`src/rtl/seq_dtree_engine.sv`:
```
// Sequential decision-tree classifier: one comparator walks a programmable
// node table, one node per clock, with valid/ready on input and output and a
// config write port for loading the table while idle.
module seq_dtree_engine #(
  parameter int N_FEAT    = 6,
  parameter int FEAT_W    = 8,
  parameter int N_NODES   = 64,
  parameter int CLASS_W   = 2,
  parameter int MAX_DEPTH = 16,
  localparam int NA_W   = $clog2(N_NODES),
  localparam int DEP_W  = $clog2(MAX_DEPTH + 1),
  localparam int FI_W   = $clog2(N_FEAT),
  localparam int SH_W   = $clog2(FEAT_W),
  localparam int NODE_W = 1 + FI_W + SH_W + FEAT_W + 2 * NA_W
) (
  input  logic                     clk,
  input  logic                     rst_n,
  input  logic                     in_valid_i,
  output logic                     in_ready_o,
  input  logic [N_FEAT*FEAT_W-1:0] in_feat_i,
  output logic                     out_valid_o,
  input  logic                     out_ready_i,
  output logic [CLASS_W-1:0]       out_class_o,
  output logic [DEP_W-1:0]         out_depth_o,
  output logic                     out_err_o,
  input  logic                     cfg_we_i,
  input  logic [NA_W-1:0]          cfg_addr_i,
  input  logic [NODE_W-1:0]        cfg_wdata_i,
  output logic                     cfg_busy_o
);

  localparam logic [1:0] IDLE = 2'd0;
  localparam logic [1:0] WALK = 2'd1;
  localparam logic [1:0] DONE = 2'd2;

  localparam logic [NODE_W-1:0] LEAF0 = {1'b1, {(NODE_W-1){1'b0}}};
  localparam logic [FI_W:0]     NF    = (FI_W+1)'(N_FEAT);
  localparam logic [NA_W:0]     NN    = (NA_W+1)'(N_NODES);
  localparam logic [DEP_W-1:0]  DLAST = DEP_W'(MAX_DEPTH - 1);

  // Field offsets within a node word, LSB upwards.
  localparam int RIGHT_LO = 0;
  localparam int LEFT_LO  = NA_W;
  localparam int THR_LO   = 2 * NA_W;
  localparam int SH_LO    = THR_LO + FEAT_W;
  localparam int FI_LO    = SH_LO + SH_W;

  logic [1:0]               state_q, state_d;
  logic [NA_W-1:0]          node_q, node_d;
  logic [DEP_W-1:0]         depth_q, depth_d;
  logic [N_FEAT*FEAT_W-1:0] feat_q, feat_d;
  logic [CLASS_W-1:0]       class_q, class_d;
  logic [DEP_W-1:0]         odep_q, odep_d;
  logic                     err_q, err_d;
  logic [NODE_W-1:0]        tbl_q [N_NODES];

  logic [NODE_W-1:0] node_w;
  logic              leaf;
  logic [FI_W-1:0]   fidx;
  logic [SH_W-1:0]   shift;
  logic [FEAT_W-1:0] thr;
  logic [NA_W-1:0]   left, right, child;
  logic [FEAT_W-1:0] feat_sel;
  logic              go_left, bad_fidx, bad_child, tbl_we;

  assign in_ready_o  = (state_q == IDLE) && !cfg_we_i;
  assign cfg_busy_o  = (state_q != IDLE);
  assign out_valid_o = (state_q == DONE);
  assign out_class_o = class_q;
  assign out_depth_o = odep_q;
  assign out_err_o   = err_q;
  assign tbl_we      = (state_q == IDLE) && cfg_we_i && ({1'b0, cfg_addr_i} < NN);

  assign node_w = tbl_q[node_q];
  assign leaf   = node_w[NODE_W-1];
  assign fidx   = node_w[FI_LO +: FI_W];
  assign shift  = node_w[SH_LO +: SH_W];
  assign thr    = node_w[THR_LO +: FEAT_W];
  assign left   = node_w[LEFT_LO +: NA_W];
  assign right  = node_w[RIGHT_LO +: NA_W];

  // Decode the current node: select its feature and compare at reduced precision.
  always_comb begin
    feat_sel = '0;
    for (int unsigned f = 0; f < N_FEAT; f++) begin
      if (fidx == FI_W'(f)) feat_sel = feat_q[f*FEAT_W +: FEAT_W];
    end
    go_left   = (feat_sel >> shift) <= (thr >> shift);
    child     = go_left ? left : right;
    bad_fidx  = ({1'b0, fidx} >= NF);
    bad_child = ({1'b0, child} >= NN);
  end

  // Next-state logic: accept in IDLE, one node per cycle in WALK, hold in DONE.
  always_comb begin
    state_d = state_q;
    node_d  = node_q;
    depth_d = depth_q;
    feat_d  = feat_q;
    class_d = class_q;
    odep_d  = odep_q;
    err_d   = err_q;
    case (state_q)
      IDLE: begin
        if (in_valid_i && in_ready_o) begin
          feat_d  = in_feat_i;
          node_d  = '0;
          depth_d = '0;
          state_d = WALK;
        end
      end
      WALK: begin
        if (leaf) begin
          class_d = thr[CLASS_W-1:0];
          odep_d  = depth_q;
          err_d   = 1'b0;
          state_d = DONE;
        end else if (bad_fidx || bad_child || (depth_q == DLAST)) begin
          class_d = '0;
          odep_d  = depth_q;
          err_d   = 1'b1;
          state_d = DONE;
        end else begin
          node_d  = child;
          depth_d = depth_q + DEP_W'(1);
        end
      end
      DONE: begin
        if (out_ready_i) state_d = IDLE;
      end
      default: state_d = IDLE;
    endcase
  end

  // Control and result registers.
  always_ff @(posedge clk or negedge rst_n) begin
    if (!rst_n) begin
      state_q <= IDLE;
      node_q  <= '0;
      depth_q <= '0;
      feat_q  <= '0;
      class_q <= '0;
      odep_q  <= '0;
      err_q   <= 1'b0;
    end else begin
      state_q <= state_d;
      node_q  <= node_d;
      depth_q <= depth_d;
      feat_q  <= feat_d;
      class_q <= class_d;
      odep_q  <= odep_d;
      err_q   <= err_d;
    end
  end

  // Node table: all class-0 leaves on reset, writable only while idle.
  always_ff @(posedge clk or negedge rst_n) begin
    if (!rst_n) begin
      for (int unsigned i = 0; i < N_NODES; i++) tbl_q[i] <= LEAF0;
    end else if (tbl_we) begin
      tbl_q[cfg_addr_i] <= cfg_wdata_i;
    end
  end

endmodule

```
`config.mk`:
```
export PLATFORM = sky130hd
export DESIGN_NAME = seq_dtree_engine
export DESIGN_NICKNAME = d
export VERILOG_FILES = /design/src/rtl/seq_dtree_engine.sv
export SDC_FILE = /design/constraint.sdc
export NUM_CORES = 2
export LEC_CHECK = 0
export ABC_AREA = 1
export BUFFER_PORTS_ARGS = -buffer_cell sky130_fd_sc_hd__buf_2
export CORE_MARGIN = 5
export CORE_UTILIZATION = 50
export CTS_CLUSTER_DIAMETER = 120
export DETAILED_ROUTE_END_ITERATION = 12
export PLACE_DENSITY = 0.68
export SYNTH_ARGS = -nofsm -noshare
export SYNTH_HDL_FRONTEND = slang
export SYNTH_SLANG_ARGS = --single-unit
```
`constraint.sdc`:
```
create_clock -name clk -period 3.8 [get_ports clk]
set_input_delay 0.38 -clock clk [delete_from_list [all_inputs] [get_ports clk]]
set_output_delay 0.38 -clock clk [all_outputs]
set_load 0.02 [all_outputs]
```
* After elaboration in Yosys (flattened, before gate mapping)
Index checks and enable logic that the tools add are counted.
** Storage, ports and cells
- Bits in registers :: 1797
- Input bits :: 86
- Output and inout port bits :: 11
** Cells by class
- Add/subtract/negate cells :: 1
- Magnitude comparators :: 5
- Equal/unequal tests :: 13
- Shift-type cells :: 2
- Muxes and demuxes :: 32
- Bitwise gates (word level) :: 2
- Reductions and logical operators :: 15
** Operator list (number)
- $bwmux W1728 :: 1
- $bmux W27 S6 :: 1
- $demux W27 S6 :: 1
- $mux W27 :: 3
- $mux W8 :: 6
- $mux W5 :: 5
- $mux W6 :: 4
- $shr A8 B3 Y8 :: 2
- $ge A7 B7 Y1 const B :: 2
- $not A6 Y7 :: 2
- $mux W2 :: 6
- $pmux W6 S2 :: 1
- $pmux W5 S2 :: 1
- $le A8 B8 Y1 :: 1
- $lt A7 B1 Y1 const B :: 1
- $eq A3 B2 Y1 const B :: 2
- $eq A3 B3 Y1 const B :: 2
- $pmux W2 S3 :: 1
- $reduce_bool A2 Y1 :: 3
- $add A5 B1 Y5 const B :: 1
- $eq A5 B4 Y1 const B :: 1
- $logic_and A1 B1 Y1 :: 4
- $ne A2 B1 Y1 const B :: 2
- $ne A2 B2 Y1 const B :: 2
- other kinds (13) :: 15

* Longest topological paths before layout
- Word-level depth :: 17
- Mapped depth :: 35

* Least setup slack after synthesis
Ideal clock, no wire load.
- Kind :: register -> register
- Start :: register node_q[0]
- End :: register node_q[4]
- Library setup time :: 132 ps
- Arrival time :: 3702 ps
- Data required time :: 3668 ps
- Slack :: -34 ps
- Cell stages (with the launch flop) :: 29
- Period minus slack after synthesis :: 3834 ps
- Path through :: dfrtp_1 buf_6 inv_8 buf_6 buf_6 buf_6 buf_6 nand2_1 a221oi_1 o221ai_1 nand3_1 nand2_1 inv_2 buf_4 nand3_1 nand3_1 nand2_1 ha_1 inv_1 nor2_1 o21ai_0 a21oi_1 nor3_1 a31oi_1 inv_1 a21oi_1 nand2_1 nand3_1 o21ai_1
** Between the ends
- Cells in the longest elaborated chain, start to end :: 17
- Elaborated cells on any way between the ends :: 28
** RTL lines
- start: declaration :: line 49 : logic [NA_W-1:0] node_q, node_d;
- start signal: assignment :: line 147 : node_q <= node_d;
- $not A6 Y7 (not written as such) * :: line 74 : assign node_w = tbl_q[node_q];
- $bmux W27 S6 * :: line 74
- $mux W27 (not written as such) * (2 in a row) :: line 74
- $logic_not A3 Y1 :: line 86 : if (fidx == FI_W'(f)) feat_sel = feat_q[f*FEAT_W +: FEAT_W];
- $mux W8 (6 in a row) :: line 86
- $shr A8 B3 Y8 :: line 88 : go_left = (feat_sel >> shift) <= (thr >> shift);
- $le A8 B8 Y1 :: line 88
- $mux W6 :: line 89 : child = go_left ? left : right;
- $mux W6 :: line 118 : end else if (bad_fidx || bad_child || (depth_q == DLAST)) begin
- $mux W6 :: line 113 : if (leaf) begin
- $pmux W6 S2 :: line 103 : case (state_q)
Mark *: on every way between the ends. The rest lies on a longest branch, timed or not. The select of a mux whose other input is x is not followed.
A chain may end at the register's enable or synchronous reset.

* Final worst setup path
- Start :: register node_q[0]
- End :: register node_q[1]
The elaborated chain is that of the path after synthesis.

==> metrics.md <==
| Metric | Value |
|---|---|
| Status | finished, violations left |
| Failing checks | setup timing |
| WL met2 | 124000 um |
| Maximum VDD drop | 0.545 mV |
| GRT Util Overall | 0.322 |
| Post-Synth XOR/XNOR Area | 0.000216 |
| Die height | 412 um |
| Area Overhead vs Synth | 16.2% |
| Most numerous cell in the Yosys netlist | nand2_1 |
| TritonCTS Sinks | 1797 |
| Largest family of logic cells by synthesized area | compound AO/OA/AOI/OAI gates |
| Initial drt markers | 10.3k |
| Simple-gate share of the synthesized area | 0.173 |
| Post-DP Area | 85300 um2 |
| Post-Route WL | 278000 um |
| Fillers | 14.0k |
| CP Capture Type | flip-flop |
| Min-delay worst type | in2reg |
| Avg Inst Size Synth | 8.52 um2 |
| Worst clock skew | 0.0372 ns |
| Antenna violations before repair | 3 |
| Synth area leaders | dfrtp_1 54%, o21ai_0 14%, nand2_1 12% |
| Final setup fails | 6 |
| NetSw | 0.0225 W |
| First drt pass iteration count | 7 |
| Vias in the first global route | 69.6k |
| Drt wl/cell | 23.3 um |
| Yosys warning count | 0 |
| Clk_lat worst skew | 0.84 ns |
| Hold path start | cfg_wdata_i[26] |
| Adder-Cell Fraction of Synth Area | 0.00155 |
| Final setup margin | -0.695 ns |
| Starting Density | 0.503 |
| Startpoint Class | flip-flop |
| Die width | 412 um |
| Switching Share | 0.347 |
| Global-route wire length before repair | 425000 um |
| Fmax | 222 MHz |
| Final Cycle Share | 1.18 |
| Pin count of the biggest net entering global routing | 121 |
| Reg2reg start | node_q[0] |
| Post-synth top area cell | dfrtp_1 |
| Clock transition at path regs | 0.06 ns |
| Area of the mapped netlist | 80900 um2 |
| Share of power burned in the clock network | 0.293 |
| Max Root-Sink Buffers | 3 |
| Register area share after synthesis | 0.557 |
| DRC violations left | 0 |
| Number of I/O pins | 97 |
| GP Congestion | 0.893 |
| Placeable core area | 161000 um2 |
| Post-synth ARST share | 1.00 |
| Syn Inst Count | 9497 |
| Post-synthesis mux area share | 0.000139 |
| Die ar. | 170000 um2 |
| Max-cap violations | 0 |
| Count of cell types in the netlist | 54 |
| H-tree depth | 4 |
| Finished Core Util | 0.585 |
| CTS Buf Count | 188 |
| Pwr per Cell Area | 688 nW/um2 |
| RSZ-0062 raised after global routing | true |
| Top_reg_cell synth | dfrtp_1 |
| Layout cells sized above 1 | 0.133 |
| Post-synth top cells | 2659 x nand2_1, 2298 x o21ai_0, 1733 x dfrtp_1, 600 x nor2_1, 578 x clkbuf_1 |
| Comb pwr share | 0.319 |
| Final worst path period need | 4.49 ns |
| Lkg Pwr | 42.2 nW |
| Final Max Tran Viols | 0 |
| Vias post-DR | 72.9k |
| I/O Buffers | 96 |
| Worst Setup SP | node_q[0] |
| Pint | 0.0423 W |
| Nets | 9674 |
| Sequential power share | 0.388 |
| Met3 WL | 28800 um |
| Actual slew at the worst max-slew pin | 1.32 ns |
| DR vias/cell | 6.13 |
| WS Path Type | reg2reg |
| M1 WL | 111000 um |
| CTS tree | done |
| Crit-path max FO | 8 |
| Crit path DAT | 5.23 ns |
| Post-synth top area share | 0.536 |
| CP required | 4.54 ns |
| Root Buffer | clkbuf_16 |
| Syn_nets | 9593 |
| Placement Rows | 147 |
| Post-synthesis compound-gate area fraction | 0.212 |
| Post-synth EDFFs | 0 |
| Flops & latches, synth | 1797 |
| HPWL after detailed placement | 160000 um |
| Grt ovf | 0 |
| Max-slew headroom | 0.116 |
| Uppermost routed layer | met4 |
| Final instance area | 94100 um2 |
| Post-DRT Antenna Nets | 0 |
| Final Hold Viols | 0 |
-- area by class of cell --
type	count	area (um2)	share of cell area
tap	2160	2700	0.0287
inverter	73	353	0.00375
timing repair inverter	6	114	0.00121
clock buffer	286	5660	0.0602
timing repair buffer	764	7460	0.0793
antenna	9	22.5	0.000239
clock inverter	58	712	0.00757
multi-input combinational	6748	32000	0.340
sequential	1797	45100	0.479
-- power by group through the flow --
| stage | clock, W | sequential, W | combinational, W |
|---|---|---|---|
| after floorplan | 0 | 0.0247 | 0.0114 |
| after global placement | 0 | 0.0252 | 0.0179 |
| after detailed placement | 0 | 0.0253 | 0.0183 |
| after CTS | 0.0192 | 0.0250 | 0.0197 |
| after global routing | 0.0199 | 0.0255 | 0.0226 |
| final | 0.0190 | 0.0251 | 0.0207 |
-- registers in the layout, summed over array words and instances, names as in the netlist --
signal and flops:
depth_q 5, out_depth_o 5, out_err_o 1, tbl_q 1728, node_q 6, state_q 2, out_class_o 2, feat_q 48
-- kinds of logic (layout without fill, tap and decap cells) --
| kind of cell | Yosys count | in the layout |
|---|---|---|
| mux | 1 | 1 |
| buf+inv | 953 | 1187 |
| xor+xnor | 2 | 2 |
| compound gates | 3141 | 3141 |
| flops | 1797 | 1797 |
| simple gates | 3593 | 3594 |
| other cells | 0 | 9 |
| fa+ha+maj | 10 | 10 |
-- critical path: stages, from the launching register on --
cell and delay [ns]:
dfrtp_4 0.49, buf_12 0.16, buf_12 0.15, buf_12 0.15, buf_16 0.15, nor2_2 0.13, o22ai_2 0.10, o21ai_2 0.19
o22ai_4 0.14, o211ai_1 0.50, nand2_2 0.25, buf_6 0.19, a21oi_2 0.11, o21ai_1 0.08, nand3_1 0.10, nand2_1 0.07
ha_2 0.18, nor2_2 0.12, o21ai_2 0.06, a21oi_2 0.13, nor3_2 0.05, a31oi_2 0.15, buf_6 0.16, clkinvlp_4 0.18
o21a_1 0.16, o31ai_1 0.24
-- worst paths after layout --
path	endpoint	slack, ns	cells after the start
max	node_q[1]	-0.69	25
min	tbl_q[728]	0.11	3
max reg2reg	node_q[1]	-0.69	25
min reg2reg	out_class_o[0]	0.48	2
max in group asynchronous	tbl_q[1702]	2.30	3
min in group asynchronous	tbl_q[60]	0.19	2
-- placed cells by master, fill, tap and decap left out, types with 8 or more instances in the layout --
master / n
a32o_1: 57
clkbuf_8: 50
nor3_1: 10
o22ai_1: 202
o311ai_0: 9
dlygate4sd3_1: 50
nand4_1: 9
nand2_1: 2589
clkbuf_1: 44
nor2_1: 592
inv_1: 31
a21oi_1: 248
buf_4: 476
a221oi_1: 77
nand3_2: 19
o21ai_2: 12
inv_2: 31
dfstp_2: 64
o221ai_1: 83
o211ai_1: 36
dfrtp_1: 1728
clkbuf_16: 197
o21ai_0: 2260
ha_1: 8
a21oi_2: 8
diode_2: 9
nand2_2: 71
buf_12: 100
buf_6: 13
bufinv_16: 11
nand3_4: 10
clkinv_2: 34
buf_16: 12
nand3_1: 256
a221o_1: 9
o21ai_1: 105
buf_2: 96
-- through the flow --
step / total power (W) / TNS [ns] / setup WS [ns] / instances / hold WS, ns
global route: 0.0680 / -5.21 / -0.916 / 11900 / 0.122
CTS: 0.0639 / -3.59 / -0.628 / 11900 / 0.0721
floorplan: 0.0361 / 0 / 0.0842 / 9497 / 0.0844
finish: 0.0648 / -3.93 / -0.695 / 11900 / 0.112
global placement: 0.0431 / -5.81 / -1.00 / 11400 / 0.452
detailed placement: 0.0436 / -6.57 / -1.11 / 11400 / 0.431
-- timing repair --
| item | 4_1_cts | 5_1_grt |
|---|---|---|
| pin swaps | 32 | 37 |
| resized for setup | 125 | 82 |
| cloned | 14 | 7 |
| setup endpoints to repair | 16 | 18 |
| hold buffers | 50 | 0 |
| setup buffers | 46 | 12 |
| endpoints found under the hold margin | 119 | 0 |
-- routing by layer --
| metal | vias up | GRT usage |
|---|---|---|
| li1 | 32400 | - |
| met1 | 35700 | 0.442 |
| met2 | 4136 | 0.495 |
| met3 | 763 | 0.0641 |
| met4 | 0 | 0.154 |
| met5 | - | 0 |
(Power assumes the default switching activity.)
